===== src/rtl/ldm_stm_seq_pkg.sv =====
// Shared core definitions for the block-transfer sequencer.
//   state_t     : sequencer states (IDLE / XFER / DONE)
//   AM_*        : addressing modes, encoded as {P, U}
//   popcount16  : number of registers named in a 16-bit register list
package ldm_stm_seq_pkg;

  typedef enum logic [1:0] {
    ST_IDLE = 2'd0,
    ST_XFER = 2'd1,
    ST_DONE = 2'd2
  } state_t;

  typedef logic [1:0] am_t;

  localparam am_t AM_DA = 2'b00;  // decrement after
  localparam am_t AM_IA = 2'b01;  // increment after
  localparam am_t AM_DB = 2'b10;  // decrement before
  localparam am_t AM_IB = 2'b11;  // increment before

  function automatic logic [4:0] popcount16(input logic [15:0] v);
    logic [4:0] sum;
    sum = '0;
    for (int i = 0; i < 16; i++) begin
      sum = sum + {4'd0, v[i]};
    end
    return sum;
  endfunction

endpackage


===== src/rtl/ldm_stm_seq_lsb.sv =====
// Lowest-set-bit selector: picks the register code transferred next.
// Ports:
//   i_vec  [15:0] remaining register list
//   o_code [3:0]  index of the lowest set bit (0 when the list is empty)
//   o_vld         at least one bit set
module lowest_set_bit (
  input  logic [15:0] i_vec,
  output logic [3:0]  o_code,
  output logic        o_vld
);

  always_comb begin
    o_code = '0;
    // Scan high to low so the last hit is the lowest index.
    for (int i = 15; i >= 0; i--) begin
      if (i_vec[i]) o_code = 4'(i);
    end
    o_vld = |i_vec;
  end

endmodule


===== src/rtl/ldm_stm_seq.sv =====
// LDM/STM block-transfer sequencer.
// Latches a block-transfer command, walks the register list lowest code
// first issuing one memory beat per register, returns loaded data on the
// WB write port and the updated base on the EX write port.
// Ports:
//   clk, rst                      clock, synchronous active-high reset
//   i_start, i_load, i_pre, i_up, i_wb, i_rn_code, i_rn_reg, i_reg_list
//                                 command (LDM/STM, P/U/W bits, base, list)
//   o_busy, o_done                transfer in progress / completion pulse
//   o_re_code, i_re_reg           store-data register file read
//   o_mem_*, i_mem_ack, i_mem_rdata  memory request/ack handshake
//   o_rd_*_wb                     loaded-register write port
//   o_rd_*_ex                     base writeback port
module ldm_stm_seq
  import ldm_stm_seq_pkg::*;
(
  input  logic        clk,
  input  logic        rst,
  input  logic        i_start,
  input  logic        i_load,
  input  logic        i_pre,
  input  logic        i_up,
  input  logic        i_wb,
  input  logic [3:0]  i_rn_code,
  input  logic [31:0] i_rn_reg,
  input  logic [15:0] i_reg_list,
  output logic        o_busy,
  output logic        o_done,
  output logic [3:0]  o_re_code,
  input  logic [31:0] i_re_reg,
  output logic        o_mem_req,
  output logic        o_mem_we,
  output logic [31:0] o_mem_addr,
  output logic [31:0] o_mem_wdata,
  input  logic        i_mem_ack,
  input  logic [31:0] i_mem_rdata,
  output logic        o_rd_en_wb,
  output logic [3:0]  o_rd_code_wb,
  output logic [31:0] o_rd_reg_wb,
  output logic        o_rd_en_ex,
  output logic [3:0]  o_rd_code_ex,
  output logic [31:0] o_rd_reg_ex
);

  state_t      state;
  logic        load_q;
  logic        wb_q;
  logic        suppress_q;
  logic [3:0]  rn_code_q;
  logic [15:0] list_q;
  logic [31:0] addr_q;
  logic [31:0] final_q;

  logic [4:0]  n;
  logic [31:0] span;
  logic [31:0] start_addr;
  logic [31:0] final_base;
  logic [3:0]  cur_code;
  logic        cur_vld;
  logic [15:0] list_next;
  logic        store_active;
  logic        beat_ack;

  lowest_set_bit u_lsb (
    .i_vec  (list_q),
    .o_code (cur_code),
    .o_vld  (cur_vld)
  );

  // Transfer footprint in bytes and the resulting address window.
  always_comb begin
    n    = popcount16(i_reg_list);
    span = {25'd0, n, 2'b00};
    start_addr = i_rn_reg;
    final_base = i_rn_reg + span;
    unique case (am_t'({i_pre, i_up}))
      AM_IA: begin
        start_addr = i_rn_reg;
        final_base = i_rn_reg + span;
      end
      AM_IB: begin
        start_addr = i_rn_reg + 32'd4;
        final_base = i_rn_reg + span;
      end
      AM_DA: begin
        start_addr = i_rn_reg - span + 32'd4;
        final_base = i_rn_reg - span;
      end
      AM_DB: begin
        start_addr = i_rn_reg - span;
        final_base = i_rn_reg - span;
      end
    endcase
  end

  assign list_next    = list_q & ~(16'h0001 << cur_code);
  assign store_active = (state == ST_XFER) && !load_q;
  assign beat_ack     = (state == ST_XFER) && i_mem_ack && cur_vld;

  // Store data is a straight combinational read of the register file.
  assign o_re_code   = store_active ? cur_code : 4'd0;
  assign o_mem_wdata = store_active ? i_re_reg : 32'd0;
  assign o_mem_addr  = addr_q;
  assign o_busy      = (state != ST_IDLE);

  // Final base value is pure data, only consumed after a fresh start.
  always_ff @(posedge clk) begin
    if (state == ST_IDLE && i_start) final_q <= final_base;
  end

  always_ff @(posedge clk) begin
    if (rst) begin
      state        <= ST_IDLE;
      load_q       <= 1'b0;
      wb_q         <= 1'b0;
      suppress_q   <= 1'b0;
      rn_code_q    <= '0;
      list_q       <= '0;
      addr_q       <= '0;
      o_done       <= 1'b0;
      o_mem_req    <= 1'b0;
      o_mem_we     <= 1'b0;
      o_rd_en_wb   <= 1'b0;
      o_rd_code_wb <= '0;
      o_rd_reg_wb  <= '0;
      o_rd_en_ex   <= 1'b0;
      o_rd_code_ex <= '0;
      o_rd_reg_ex  <= '0;
    end else begin
      o_done     <= 1'b0;
      o_rd_en_wb <= 1'b0;
      o_rd_en_ex <= 1'b0;
      unique case (state)
        ST_IDLE: begin
          if (i_start) begin
            load_q    <= i_load;
            wb_q      <= i_wb;
            rn_code_q <= i_rn_code;
            list_q    <= i_reg_list;
            addr_q    <= start_addr;
            // Loaded base value wins over writeback; empty list writes nothing.
            suppress_q <= (n == 5'd0) || (i_load && i_reg_list[i_rn_code]);
            if (n == 5'd0) begin
              state  <= ST_DONE;
              o_done <= 1'b1;
            end else begin
              state     <= ST_XFER;
              o_mem_req <= 1'b1;
              o_mem_we  <= !i_load;
            end
          end
        end
        ST_XFER: begin
          if (beat_ack) begin
            list_q <= list_next;
            addr_q <= addr_q + 32'd4;
            if (load_q) begin
              o_rd_en_wb   <= 1'b1;
              o_rd_code_wb <= cur_code;
              o_rd_reg_wb  <= i_mem_rdata;
            end
            if (list_next == 16'd0) begin
              state     <= ST_DONE;
              o_mem_req <= 1'b0;
              o_mem_we  <= 1'b0;
              o_done    <= 1'b1;
              if (wb_q && !suppress_q) begin
                o_rd_en_ex   <= 1'b1;
                o_rd_code_ex <= rn_code_q;
                o_rd_reg_ex  <= final_q;
              end
            end
          end
        end
        ST_DONE: begin
          state <= ST_IDLE;
        end
        default: begin
          state <= ST_IDLE;
        end
      endcase
    end
  end

endmodule


===== config.mk =====
export PLATFORM = sky130hd
export DESIGN_NAME = ldm_stm_seq
export DESIGN_NICKNAME = d
export VERILOG_FILES = /design/src/rtl/ldm_stm_seq_pkg.sv /design/src/rtl/ldm_stm_seq_lsb.sv /design/src/rtl/ldm_stm_seq.sv
export SDC_FILE = /design/constraint.sdc
export NUM_CORES = 1
export LEC_CHECK = 0
export CAP_MARGIN = 0
export CORE_ASPECT_RATIO = 0.6
export CORE_MARGIN = 2
export CORE_UTILIZATION = 55
export DETAILED_ROUTE_END_ITERATION = 10
export DONT_BUFFER_PORTS = 1
export PLACE_DENSITY_LB_ADDON = 0.08
export SYNTH_ARGS = -nofsm -noshare
export SYNTH_HDL_FRONTEND = slang
export SYNTH_SLANG_ARGS = --single-unit

===== constraint.sdc =====
create_clock -name clk -period 7.8 [get_ports clk]
set_input_delay 1.17 -clock clk [delete_from_list [all_inputs] [get_ports clk]]
set_output_delay 1.17 -clock clk [all_outputs]
set_load 0.02 [all_outputs]

**Word-level counts from Yosys, hierarchy flattened**

Index checks and enable logic that the tools add are counted.

- Register bits after elaboration: 166
- Input port bits: 124
- Output and inout port bits: 146
- Word-level logic and storage cells: 127

- $add $sub $neg: 20
- $lt $le $gt $ge: 1
- Equality and inequality tests: 8
- Shift-type cells: 1
- Muxes and demuxes: 48
- Bitwise logic cells: 5
- Reductions and logical operators: 27

Operators with widths:

| operator | count |
|---|---|
| case mux 32 bit (2 select lines) | 2 |
| case mux 32 bit (4 select lines) | 1 |
| adder 32 x 3 -> 32 bit (second input constant) | 3 |
| 2-to-1 mux 32 bit | 3 |
| 2-to-1 mux 4 bit | 17 |
| adder 5 x 1 -> 5 bit | 11 |
| adder 32 x 7 -> 32 bit | 1 |
| 2-to-1 mux 16 bit | 2 |
| case mux 16 bit (2 select lines) | 1 |
| subtractor 32 x 7 -> 32 bit | 1 |
| bitwise AND 16 bit | 1 |
| zero test 16 bit | 1 |
| inverter 16 bit | 1 |
| OR reduction 16 bit | 1 |
| << shifter 1 x 4 -> 16 bit (first input constant) | 1 |
| 2-to-1 mux 1 bit | 13 |
| AND reduction 3 bit | 3 |
| 2-to-1 mux 2 bit | 4 |
| logical AND 1 bit | 6 |
| != test 2 bit (second input constant) | 3 |
| case mux 1 bit (2 select lines) | 3 |
| adder 4 x 1 -> 5 bit | 1 |
| zero test 5 bit | 1 |
| less-than comparator 4 x 5 -> 1 bit (second input constant) | 1 |
| other kinds (19) | 28 |

**Logic depth before layout (Yosys ltp)**

Gate-level depths: netlist (run 1).

- Depth in word-level cells: 23
- Depth in mapped cells: 27
- Mapped depth without buffers: 24

**By module**

From an unflattened synthesis (run 1), not the netlist that was laid out.

- Cells, all modules: 1482
- Area, all modules: 11307.1 µm²

Modules (own cells, without submodules):

| module | times used | cells each | area each (µm²) | sequential area each (µm²) |
|---|---|---|---|---|
| ldm_stm_seq | 1 | 1448 | 11130.7 | 3643.5 |
| lowest_set_bit | 1 | 34 | 176.4 | 0.0 |

**Worst setup path after synthesis (run 1)**

No wires, ideal clock.

- Path type: input port to flip-flop
- Start: input port i_reg_list[5]
- End: register addr_q[25] (netlist: o_mem_addr[25])
- Library setup time: 0.132 ns
- Arrival: 7.085 ns
- Data required time: 7.668 ns
- Path slack: 0.584 ns
- Stages on the path: 25
- Path buffers: 1
- Cells stage by stage: inv_1 -> fa_1 -> inv_1 -> fa_1 -> fa_1 -> inv_1 -> fa_1 -> inv_1 -> ha_1 -> fa_1 -> a21o_1 -> nand2_1 -> inv_1 -> ha_1 -> buf_2 -> nor2b_1 -> or3_1 -> or3_1 -> a222oi_1 -> nand4_1 -> nor4b_4 -> nand2_1 -> xor2_1 -> a311oi_1 -> nor3_1

- Longest elaborated chain between the ends: 16

RTL lines:

| item | RTL line | source |
|---|---|---|
| start, declared | ldm_stm_seq.sv:26 | `input logic [15:0] i_reg_list,` |
| adder 5 x 1 -> 5 bit * (11 in a row) | ldm_stm_seq_pkg.sv:24 | `sum = sum + {4'd0, v[i]};` |
| subtractor 32 x 7 -> 32 bit * | ldm_stm_seq.sv:86, ldm_stm_seq.sv:90 |  |
| adder 32 x 3 -> 32 bit | ldm_stm_seq.sv:86 | `start_addr = i_rn_reg - span + 32'd4;` |
| case mux 32 bit (4 select lines) * | ldm_stm_seq.sv:76 | `unique case (am_t'({i_pre, i_up}))` |
| 2-to-1 mux 32 bit * | ldm_stm_seq.sv:135 | `if (i_start) begin` |
| case mux 32 bit (2 select lines) * | ldm_stm_seq.sv:133 | `unique case (state)` |
| end signal, assigned | ldm_stm_seq.sv:140 | `addr_q <= start_addr;` |
| end signal, assigned | ldm_stm_seq.sv:156 | `addr_q <= addr_q + 32'd4;` |
| end, declared | ldm_stm_seq.sv:51 | `logic [31:0] addr_q;` |

Every way passes the cells marked *; elsewhere a longest branch is shown, timed or not. The select of a mux whose other input is x is not followed.
A chain may end at the register's enable or synchronous reset.

**Worst setup path in the final report (run 1)**

Ends and elaborated chain as after synthesis.

==> impl_metrics.yaml, run 1 <==
global_route:
  antenna_found_initial: 6
  grt_max_degree: 138
  grt_overflow: 0
  grt_pass1_vias: 9905
  grt_first_pass_wirelength_microns: 59070
  grt_usage: 0.3565
outcome:
  status: "finished clean"
place:
  post-place-ws_ns: 0.2078
  gp_congestion: 0.9909
  placed_cell_area_sq_mm: 0.01146
  port_buffers: 0
  hpwl_microns: 29610
power_and_ir_drop:
  vdd_drop_max_v: 0.0004202
  total_power_mw: 3.701
  sequentialPowerShare: 0.324
  intPower_mw: 1.987
  p_sw_mw: 1.714
  clock_power_share: 0.240
  combPwrFrac: 0.436
  p_per_area_mw_per_mm2: 306.2
  power_leakage_nw: 4.537
  swShare: 0.4631
clock_network:
  post_cts_buffers: 0
  hold_buffers: 0
  clock_path_buffers: 2
  cts_root_buf: "clkbuf_16"
  cts-resized-gates: 0
  cts_buffers: 17
  cts_tree: "built"
  clk_latency_ns: 0.45
  cts_sinks: 166
  path_clk_slew_ns: 0.08
  h-tree-depth: 4
route:
  drt_iter0_drc: 1508
  routedWlPerCell_microns: 22.80
  routed_via_density: 6.482
  vias: 11050
  routed_wl_microns: 38860
  antenna_left: 0
  drtPass1Iterations: 6
  drc_errors: 0
synth:
  ys_warn_count: 0
  synthFlopType: "dfxtp_1"
  syn_avg_cell_area_sq_um: 7.704
  synth_seq_cells: 166
  syn_nets: 1614
  ys_seq_area_frac: 0.3244
  synth.distinct_cells: 86
  ys_async_sr_fraction: 0
  synth_edf_count: 32
  syn_inst: 1458
  synth_area_sq_mm: 0.01123
sta:
  max_slew_margin: 0.2476
  fin_crit_ns: 7.186
  setup_viol: 0
  fin_setup_tns_ns: 0
  finalMaxSlewViolations: 0
  max_freq_mhz: 139.2
  finalHoldViolations: 0
  fin_skew_ns: 0.01409
  fin_ws_ns: 0.6138
  tightest_slew_ns: 1.129
  post-route-period-util: 0.9213
  rsz0062_at_grt: "false"
worst_setup_path:
  r2r-start: "list_q[14]"
  required_ns: 8.14
  worst_r2r_path_depth: 12
  cp_slowest_cell: "fa_1"
  path_max_fanout: 8
  cp.arrival_ns: 7.53
  worst_setup_path_end_kind: "flip-flop"
  crit_type: "in2reg"
  endpoint: "o_mem_addr[25]"
  cpPeakStageDelay_ns: 0.53
  r2r_end: "o_rd_reg_ex[5]"
  critPathLaunchType: "primary input"
  r2r_slack_ns: 4.20
  crit_start: "i_reg_list[5]"
layout:
  utilization: 0.6038
  syn_to_final_growth_pct: 7.608
  design_area_sq_mm: 0.01209
  drive_gt1_frac: 0.06583
  fill_cells: 1867
  nets: 1571
floorplanning:
  core_sq_mm: 0.02002
  num_io_pins: 270
  die_x_microns: 188.5
  die_h_microns: 114.7
  rows: 40
  start_util: 0.5611
  die_area_sq_mm: 0.02162
hold_path:
  hp-class: "reg2reg"
flow_run:
  maxCapViolCount: 0
critical path: cells and delay by family:
kind / cells / cell delay (ns)
and+or+nand+nor: 8 / 1.91
buffers and inverters: 6 / 0.44
AOI/OAI and AO/OA: 3 / 0.84
xor gates and xnor gates: 1 / 0.15
adders and majority gates: 7 / 3.04
registers in the layout, summed over array words and instances, names as in the netlist:
| register | cells |
|---|---|
| load_q | 1 |
| o_done | 1 |
| o_rd_reg_wb | 32 |
| o_rd_en_wb | 1 |
| state | 2 |
| o_rd_reg_ex | 32 |
| o_rd_en_ex | 1 |
| o_mem_addr | 32 |
| rn_code_q | 4 |
| final_q | 32 |
| suppress_q | 1 |
| o_mem_req | 1 |
| o_rd_code_ex | 4 |
| wb_q | 1 |
| list_q | 16 |
| o_rd_code_wb | 4 |
| o_mem_we | 1 |
cell type report:
cell class | instances | area (sq um) | area share
multi-input cells | 1140 | 7009 | 0.5799
clock buffers | 17 | 425.4 | 0.03520
clock inverters | 15 | 197.7 | 0.01636
flip-flops and latches | 166 | 3643 | 0.3014
repair buffers | 33 | 247.7 | 0.02050
diodes | 3 | 7.507 | 0.0006211
well taps | 273 | 341.6 | 0.02826
inverters | 57 | 214.0 | 0.01770
power by group through the flow:
stage	clock network (mW)	registers, mW	logic, mW
2_1_floorplan	0	1.16	1.16
3_3_place_gp	0	1.21	1.54
3_5_place_dp	0	1.22	1.55
4_1_cts	0.900	1.20	1.57
5_1_grt	0.935	1.21	1.75
6_report	0.890	1.20	1.61
layout by cell type (no fill, tap or decap), drive strengths merged, types with 9 or more instances in the layout:
master and instances:
a211oi 9, a21oi 143, a22oi 11, a31oi 15, and2 46, and3 14, buf 33, clkbuf 17
dfxtp 134, edfxtp 32, fa 12, ha 20, inv 65, mux2i 42, nand2 197, nand2b 9
nand3 44, nand4 11, nor2 155, nor3 46, nor4 24, o21ai 90, o22ai 14, or3 20
xnor2 44, xor2 35
worst min-delay path by stage:
| stage | from | endpoint | cells after the start |
|---|---|---|---|
| floorplan | wb_q | wb_q | 2 |
| global placement | wb_q | wb_q | 2 |
| detailed placement | rn_code_q[1] | rn_code_q[1] | 2 |
| CTS | rn_code_q[1] | rn_code_q[1] | 2 |
| global route | rn_code_q[2] | rn_code_q[2] | 2 |
| finish | rn_code_q[1] | rn_code_q[1] | 2 |
logic make-up after synthesis:
logic type	count (synthesis)	share of synthesized area
flip-flops	166	0.3244
multiplexers	51	0.05146
buffers and inverters	152	0.05224
AND/OR/NAND/NOR	611	0.2659
adder cells (fa/ha/maj)	32	0.04367
XOR/XNOR	79	0.06160
AO/OA/AOI/OAI	367	0.2007
cell usage after synthesis, drive strengths merged (5+ instances only):
master / n / area share
xnor2: 44 / 0.034
nand3: 44 / 0.020
edfxtp: 32 / 0.086
clkbuf: 85 / 0.028
nor2: 155 / 0.052
nand2b: 9 / 0.0050
nor3: 46 / 0.021
a311oi: 6 / 0.0047
mux2i: 42 / 0.037
a21oi: 143 / 0.064
a211oi: 9 / 0.0080
xor2: 35 / 0.027
and4: 6 / 0.0047
o21ai: 90 / 0.040
inv: 57 / 0.019
nor2b: 6 / 0.0033
ha: 20 / 0.022
a21o: 5 / 0.0033
a31oi: 15 / 0.0084
fa: 12 / 0.021
or2: 6 / 0.0033
nand4: 11 / 0.0075
or4: 8 / 0.0057
buf: 10 / 0.0048
a2111oi: 8 / 0.0062
o22ai: 14 / 0.0078
nor4: 24 / 0.016
o31ai: 6 / 0.0045
a221oi: 7 / 0.0060
and2: 46 / 0.026
o211ai: 7 / 0.0047
a22oi: 11 / 0.0074
dfxtp: 134 / 0.24
and3: 14 / 0.0078
o21a: 6 / 0.0040
or3: 20 / 0.011
mux4: 5 / 0.010
nand2: 197 / 0.066
nor4b: 6 / 0.0074
metrics by stage:
step                      std cells  hold slack (ns)
after floorplan                1458           0.4318
after global placement         1669           0.4353
after CTS                      1701           0.4531
after global routing           1703           0.4817
after detailed placement       1669           0.4427
final                          1704           0.4529
layer usage:
| metal | share of wire | vias to the layer above | routed length, microns | track usage |
|---|---|---|---|---|
| li1 | - | 5103 | - | - |
| met1 | 0.44 | 5220 | 17030 | 0.5164 |
| met2 | 0.41 | 664 | 15870 | 0.5071 |
| met3 | 0.13 | 58 | 4944 | 0.1054 |
| met4 | 0.026 | 0 | 1013 | 0.1109 |
| met5 | 0 | - | 0 | 0 |
Power figures use the tool's default switching activity.
==> inputs of run 2 (changes only) <==
--- a/config.mk
+++ b/config.mk
@@ -12,6 +12,7 @@
 export DETAILED_ROUTE_END_ITERATION = 10
 export DONT_BUFFER_PORTS = 1
 export PLACE_DENSITY_LB_ADDON = 0.08
+export SETUP_SLACK_MARGIN = 0.3
 export SYNTH_ARGS = -nofsm -noshare
 export SYNTH_HDL_FRONTEND = slang
 export SYNTH_SLANG_ARGS = --single-unit
==> run 2 against run 1 <==
  * Total power barely moved
  * Wire length barely moved
  * Critical path depth unchanged
  * Sequential cell count unchanged
  * Largest power group unchanged
==> impl_metrics.yaml, run 2 (synthesis results as in run 1) <==
power_and_ir_drop:
  p_per_area_mw_per_mm2: 305.9
  total_power_mw: 3.699
  vdd_drop_max_v: 0.0004198
  power_leakage_nw: 4.537
sta:
  max_freq_mhz: 138.3
  hold-worst-slack_ns: 0.4599
  rsz0062_at_grt: "false"
  fin_skew_ns: 0.01407
  setup_viol: 0
  fin_crit_ns: 7.229
  fin_setup_tns_ns: 0
  post-route-period-util: 0.9268
  tightest_slew_ns: 1.123
  max_slew_margin: 0.2513
  finalHoldViolations: 0
  finalMaxSlewViolations: 0
global_route:
  grt_first_pass_wirelength_microns: 59070
  grt_usage: 0.3565
  grt_overflow: 0
  antenna_found_initial: 6
  grt_pass1_vias: 9905
  grt_max_degree: 138
worst_setup_path:
  r2r-start: "list_q[14]"
  worst_r2r_path_depth: 12
  cp_slowest_cell: "fa_1"
  r2r_slack_ns: 4.18
  cp_top_family: "adder cells"
  r2r_end: "o_rd_reg_ex[5]"
  required_ns: 8.14
  worst_setup_path_end_kind: "flip-flop"
  crit_type: "in2reg"
  path_max_fanout: 8
  path_buf_inv: 6
  crit_start: "i_reg_list[5]"
  cp.arrival_ns: 7.57
  critPathLaunchType: "primary input"
  cpPeakStageDelay_ns: 0.53
route:
  met2_wirelength_microns: 15970
  routed.top_layer: "met4"
  routedWlPerCell_microns: 22.80
  routed_wl_microns: 38850
  drt_iter0_drc: 1563
  wl_met3_microns: 4861
  antenna_left: 0
  drtPass1Iterations: 7
  vias: 10990
  drt-met1-wl_microns: 17050
  routed_via_density: 6.450
  drc_errors: 0
clock_network:
  cts_sinks: 166
  path_clk_slew_ns: 0.08
  clock_path_buffers: 2
  cts_buffers: 17
  h-tree-depth: 4
  cts_root_buf: "clkbuf_16"
  hold_buffers: 0
  cts_tree: "built"
  clk_latency_ns: 0.45
hold_path:
  hp-start: "rn_code_q[1]"
  hold_end: "rn_code_q[1]"
  hp-class: "reg2reg"
  whs_path_depth: 2
layout:
  syn_to_final_growth_pct: 7.664
  multi_input_area_sq_mm: 0.007015
  fill_cells: 1865
  final_cell_mix: "197 x nand2_1, 155 x nor2_1, 143 x a21oi_1, 134 x dfxtp_1, 87 x o21ai_0"
  drive_gt1_frac: 0.06653
  seqCellArea_sq_mm: 0.003643
  nets: 1571
  utilization: 0.6041
  layout_commonest_cell: "nand2_1"
floorplanning:
  die_h_microns: 114.7
  num_io_pins: 270
  die_x_microns: 188.5
  core_sq_mm: 0.02002
  die_area_sq_mm: 0.02162
  start_util: 0.5611
  rows: 40
place:
  hpwl_microns: 29610
  port_buffers: 0
  gp_congestion: 0.9909
outcome:
  status: "finished clean"
flow_run:
  maxCapViolCount: 0
[run 2: cell counts in the layout (fill, tap and decap cells not counted)]
No cell type changed its count.
[run 2: worst max path at each step]
stage	slack, ns	end	depth (start not counted)
after floorplan	0.58	o_mem_addr[25]	25
after global placement	0.34	o_mem_addr[25]	25
after detailed placement	0.21	o_mem_addr[25]	25
after CTS	0.67	o_mem_addr[25]	25
after global routing	0.31	o_mem_addr[25]	25
final	0.57	o_mem_addr[25]	25
[run 2: final cells by class]
type | instances | share of cell area
clock buffer | 17 | 0.03518
antenna | 3 | 0.0006208
timing repair buffer | 33 | 0.02049
clock inverter | 15 | 0.01635
inverter | 57 | 0.01769
sequential | 166 | 0.3013
tap | 273 | 0.02825
multi-input combinational | 1140 | 0.5801
[run 2: timing repair]
item,4_1_cts,5_1_grt
resized for setup,0,1
setup endpoints to repair,0,1
setup buffers,0,0
[run 2: per-stage QoR]
stage          std cells  setup slack [ns]  area [sq um]
6_report            1704            0.5713         12090
5_1_grt             1703            0.3062         12090
4_1_cts             1701            0.6714         12080
3_5_place_dp        1669            0.2078         11460
3_3_place_gp        1669            0.3421         11460
2_1_floorplan       1458            0.5837         11230
[run 2: tightest hold or removal path, delay by kind of cell, from the launching register on]
family	cells	cell delay, ns
AO/OA/AOI/OAI	1	0.05
flip-flops	1	0.32
AND/OR/NAND/NOR	1	0.05
[run 2: per-layer routing]
metal / GRT usage / vias up
li1: - / 5105
met1: 0.5164 / 5195
met2: 0.5071 / 632
met3: 0.1054 / 58
met4: 0.1109 / 0
met5: 0 / -
[run 2: where the power goes]
part	switching (mW)	total, mW	internal [mW]
Combinational	1.08	1.61	0.533
Clock	0.446	0.889	0.443
Sequential	0.188	1.20	1.01
